--- src/rtl/adder_arbiter.sv ---
// adder_arbiter: round-robin sharing of one registered adder between NUM_REQ requesters.
// Define ADDER_ARBITER_STATS_EN to enable the 16-bit completed-operation counter on ops_o.
module adder_arbiter #(
  parameter int DATA_WIDTH = 6,
  parameter int NUM_REQ    = 4,
  parameter int ID_WIDTH   = $clog2(NUM_REQ)
) (
  input  logic                          clk_i,
  input  logic                          rst_i,
  input  logic [NUM_REQ-1:0]            req_v_i,
  input  logic [NUM_REQ*DATA_WIDTH-1:0] req_a_i,
  input  logic [NUM_REQ*DATA_WIDTH-1:0] req_b_i,
  output logic [NUM_REQ-1:0]            req_ready_o,
  output logic                          resp_v_o,
  output logic [ID_WIDTH-1:0]           resp_id_o,
  output logic [DATA_WIDTH:0]           resp_sum_o,
  input  logic                          resp_ready_i,
  output logic [DATA_WIDTH-1:0]         adder_a_o,
  output logic [DATA_WIDTH-1:0]         adder_b_o,
  input  logic [DATA_WIDTH:0]           adder_sum_i,
  output logic [15:0]                   ops_o
);
  typedef enum logic [1:0] {IDLE, ISSUE, CAPTURE, RESP} state_t;
  state_t state;
  logic [ID_WIDTH-1:0] last_grant, gnt_id, cand, id_q;
  logic gnt_any;
  logic [DATA_WIDTH-1:0] op_a, op_b;
  logic [DATA_WIDTH:0] sum_q;
  logic resp_v;
  // scan from highest to lowest offset so the nearest candidate after last_grant wins
  always_comb begin
    gnt_any = 1'b0;
    gnt_id = '0;
    cand = '0;
    for (int i = NUM_REQ; i >= 1; i--) begin
      cand = ID_WIDTH'((int'(last_grant) + i) % NUM_REQ);
      if (req_v_i[cand]) begin
        gnt_any = 1'b1;
        gnt_id = cand;
      end
    end
  end
  assign req_ready_o = (state == IDLE && gnt_any) ? NUM_REQ'(1) << gnt_id : '0;
  always_ff @(posedge clk_i) begin
    if (rst_i) begin
      state <= IDLE;
      last_grant <= ID_WIDTH'(NUM_REQ - 1);
      id_q <= '0;
      op_a <= '0;
      op_b <= '0;
      sum_q <= '0;
      resp_v <= 1'b0;
    end else begin
      case (state)
        IDLE: if (gnt_any) begin
          op_a <= req_a_i[gnt_id*DATA_WIDTH +: DATA_WIDTH];
          op_b <= req_b_i[gnt_id*DATA_WIDTH +: DATA_WIDTH];
          id_q <= gnt_id;
          last_grant <= gnt_id;
          state <= ISSUE;
        end
        ISSUE: state <= CAPTURE;
        CAPTURE: begin
          sum_q <= adder_sum_i;
          resp_v <= 1'b1;
          state <= RESP;
        end
        RESP: if (resp_ready_i) begin
          resp_v <= 1'b0;
          state <= IDLE;
        end
        default: state <= IDLE;
      endcase
    end
  end
  assign adder_a_o = op_a;
  assign adder_b_o = op_b;
  assign resp_v_o = resp_v;
  assign resp_id_o = id_q;
  assign resp_sum_o = sum_q;
`ifdef ADDER_ARBITER_STATS_EN
  logic [15:0] ops;
  always_ff @(posedge clk_i) begin
    if (rst_i) ops <= '0;
    else if (resp_v && resp_ready_i) ops <= ops + 16'd1;
  end
  assign ops_o = ops;
`else
  assign ops_o = '0;
`endif
endmodule

--- config.mk ---
export PLATFORM = sky130hd
export DESIGN_NAME = adder_arbiter
export DESIGN_NICKNAME = d
export VERILOG_FILES = /design/src/rtl/adder_arbiter.sv
export SDC_FILE = /design/constraint.sdc
export NUM_CORES = 1
export LEC_CHECK = 0
export CAP_MARGIN = 20
export CORE_UTILIZATION = 41
export CTS_CLUSTER_DIAMETER = 40
export DETAILED_ROUTE_END_ITERATION = 12
export PLACE_DENSITY = 0.86
export SLEW_MARGIN = 10
export SYNTH_ARGS = -nofsm -noshare
export SYNTH_HDL_FRONTEND = slang
export SYNTH_SLANG_ARGS = --single-unit
--- constraint.sdc ---
create_clock -name clk_i -period 4.1 [get_ports clk_i]
set_input_delay 0.615 -clock clk_i [delete_from_list [all_inputs] [get_ports clk_i]]
set_output_delay 0.615 -clock clk_i [all_outputs]
set_load 0.03 [all_outputs]
==> results.sh <==
export IMPL_outcome="complete, no violations"
export IMPL_maxCapViolations=0
export IMPL_grt_pass1_vias=1531
export IMPL_r2r_start="state[0]"
export IMPL_routed_wirelength_um=4700
export IMPL_hp_start="resp_id_o[1]"
export IMPL_finalClockSkew_ns=0.00333
export IMPL_path_cells="clkdlybuf4s50_1 -> o21bai_4 -> nand3_4 -> nor2_1 -> clkdlybuf4s50_1"
export IMPL_internal_power_w=0.000841
export IMPL_drt_iter0_drc=64
export IMPL_power_w=0.00151
export IMPL_start_util_pct=43.3
export IMPL_grt_ovfl_total=0
export IMPL_p_per_area_mw_per_mm2=572
export IMPL_place_hpwl_um=3630
export IMPL_synth_seq_area_share_pct=29.4
export IMPL_ant_nets=0
export IMPL_synthArstFlopShare_pct=0
export IMPL_synthSimpleGateAreaFrac_pct=20.2
export IMPL_fin_setup_tns_ns=0
export IMPL_rrSetupSlack_ns=2.02
export IMPL_diodes=0
export IMPL_synth_edff_count=0
export IMPL_hold_class="reg2reg"
export IMPL_final_cell_mix="clkdlybuf4s50_1 (87), dfxtp_1 (26), mux2i_1 (20)"
export IMPL_globalplace_congestion=0.823
export IMPL_cts_sinks=26
export IMPL_die_w_um=67.7
export IMPL_drive_gt1_share_pct=9.15
export IMPL_critPathKind="in2out"
export IMPL_synth_xor_area_share_pct=0
export IMPL_clk_latency_ns=0.27
export IMPL_clk_pin_slew_worst_paths_ns=0.09
export IMPL_synth_mux_area_share_pct=11.3
export IMPL_pwr_share_clk_pct=11.0
export IMPL_avgSynthCellArea_sq_um=8.68
export IMPL_post_cts_buffers=0
export IMPL_crit_path_frequent_cell="clkdlybuf4s50_1"
export IMPL_critical_path_max_stage_delay_ns=0.69
export IMPL_cp_end_kind="output port"
export IMPL_setup_slack_ns=0.498
export IMPL_crit_arrival_ns=2.99
export IMPL_yosys_most_used_dff="dfxtp_1"
export IMPL_synth_area_sq_mm=0.00177
export IMPL_p_comb_share_pct=61.4
export IMPL_critPathTopFamily="buffers and inverters"
export IMPL_maxSlewViolCount=0
export IMPL_min_period_over_period_pct=87.9
export IMPL_p_switching_w=0.000668
export IMPL_cts_root_buf="clkbuf_8"
export IMPL_cts_max_path_buffers=2
export IMPL_antenna_found_initial=0
export IMPL_fin_crit_ns=3.60
export IMPL_post_place_ws_ns=0.536
export IMPL_gr_usage_all_layers_pct=20.6
export IMPL_worstReg2RegEnd="adder_b_o[5]"
export IMPL_tritoncts="built"
export IMPL_critPathLaunchType="input port"
export IMPL_grt_pass1_wl_um=6950
export IMPL_p_seq_share_pct=27.6
export IMPL_nFillCells=363
export IMPL_syn2layout_area_growth_pct=48.9
export IMPL_first_pass_iters=4
export IMPL_synth_top_family_by_area="compound AO/OA/AOI/OAI gates"
export IMPL_fmax_mhz=278
export IMPL_rsz0062_at_grt="no"
export IMPL_portBuffers=87
export IMPL_synthAdderAreaFrac_pct=2.12
export IMPL_critical_path_slowest_cell="clkdlybuf4s50_1"
export IMPL_dr_total_vias=1687
export IMPL_path_max_fanout=25
export IMPL_viasPerCell=5.05
export IMPL_slew_headroom_pct=37.7
export IMPL_synth_cell_type_count=37
export IMPL_worst_slew_pin_slew_ns=0.931
export IMPL_core_region_area_sq_mm=0.00409
export IMPL_syn_inst=204
export IMPL_swShare_pct=44.3
export IMPL_p_leak_nw=1.09
export IMPL_htreeDepth=1
export IMPL_synth_ff_latch_count=26
export IMPL_hold_path_cell_count=2
export IMPL_cts_buffers=3
export IMPL_drc=0
export IMPL_min_to="resp_id_o[1]"
export IMPL_mostFrequentLayoutCell="clkdlybuf4s50_1"
export IMPL_layout_nets=350
export IMPL_boundaryPins=104
export IMPL_hold_viol=0
export IMPL_hold_buffers=0
export IMPL_required_ns=3.48
export IMPL_routedWlPerCell_um=14.1
export IMPL_vdd_ir_drop_worst_mv=0.245
export IMPL_die_area_sq_mm=0.00458
export IMPL_grt_max_degree=26
export IMPL_r2r_cells=7
export IMPL_cts_resized_gates=0
export IMPL_synth_compound_area_share_pct=22.8
export IMPL_yosysWarnings=0
export IMPL_worst_path_buf_inv=2
export IMPL_fp_dieH_um=67.7
export IMPL_num_rows=23
export IMPL_finalSetupViolCount=0
metrics by stage:
step / instance area, sq um / hold slack [ns] / utilization, % / instances
after detailed placement: 2580 / 0.456 / 63.2 / 330
after global placement: 2580 / 0.445 / 63.2 / 330
after CTS: 2640 / 0.470 / 64.5 / 334
after global routing: 2640 / 0.504 / 64.5 / 334
after floorplan: 1830 / 0.491 / - / 219
final: 2640 / 0.467 / 64.5 / 334
state kept, by name, summed over array words and instances, names as in the netlist:
signal and count:
resp_sum_o 7, adder_a_o 6, adder_b_o 6, last_grant 2, resp_id_o 2, state 2, resp_v_o 1
tightest hold or removal path: cells and delay by family (launching register included):
kind             cells  cell delay (ns)
flip-flops           1             0.32
AND/OR/NAND/NOR      1             0.05
AO/OA/AOI/OAI        1             0.05
power by group through the flow:
stage / Clock [W] / Sequential, W / Combinational, W
6_report: 0.000166 / 0.000417 / 0.000926
5_1_grt: 0.000183 / 0.000428 / 0.000995
4_1_cts: 0.000170 / 0.000416 / 0.000929
3_5_place_dp: 0 / 0.000421 / 0.000925
3_3_place_gp: 0 / 0.000416 / 0.000914
2_1_floorplan: 0 / 0.000569 / 0.000481
logic make-up after synthesis:
kind of cell / after synthesis
AO/OA/AOI/OAI: 49
AND/OR/NAND/NOR: 63
flip-flops: 26
adder cells (fa/ha/maj): 3
other: 1
buffers and inverters: 42
multiplexers: 20
area by class of cell:
type                    instances  area (sq um)  area share [%]
well taps                      50          62.6            2.37
inverters                      14          52.6            1.99
multi-input cells             151          1060            40.2
flip-flops and latches         26           520            19.7
clock buffers                   4          55.1            2.09
repair buffers                 89           886            33.6
cells in the mapped netlist, types with 2 or more instances:
library cell	count	area, sq um
a21oi_1	4	20.0
dfxtp_1	26	521
o21ai_0	3	15.0
mux2i_1	20	200
and4_1	11	96.3
nand2b_1	3	18.8
o21ai_1	9	45.0
ha_1	3	37.5
or2_1	2	12.5
o211ai_2	10	125
o211ai_1	2	15.0
clkbuf_1	4	15.0
a31oi_1	12	75.1
nor2_1	18	67.6
nor3_1	4	20.0
nor2b_1	4	25.0
buf_2	5	25.0
inv_1	14	52.6
nand2_1	16	60.1
buf_4	17	128
how the worst max path moves through the flow:
stage                     from             end  slack (ns)  cells past startpoint
floorplan           req_v_i[0]  req_ready_o[1]        1.65                      5
global route        req_v_i[1]  req_ready_o[2]        0.36                      5
CTS                 req_v_i[1]  req_ready_o[2]        0.50                      5
global placement    req_v_i[1]  req_ready_o[2]        0.60                      5
finish              req_v_i[1]  req_ready_o[2]        0.50                      5
detailed placement  req_v_i[1]  req_ready_o[2]        0.54                      5
metal layers:
layer | wire [um] | GRT usage [%]
met5 | 0 | 0
met4 | 106 | 6.65
met3 | 190 | 2.36
met2 | 2350 | 35.0
met1 | 2060 | 26.7
(Power assumes the default switching activity.)
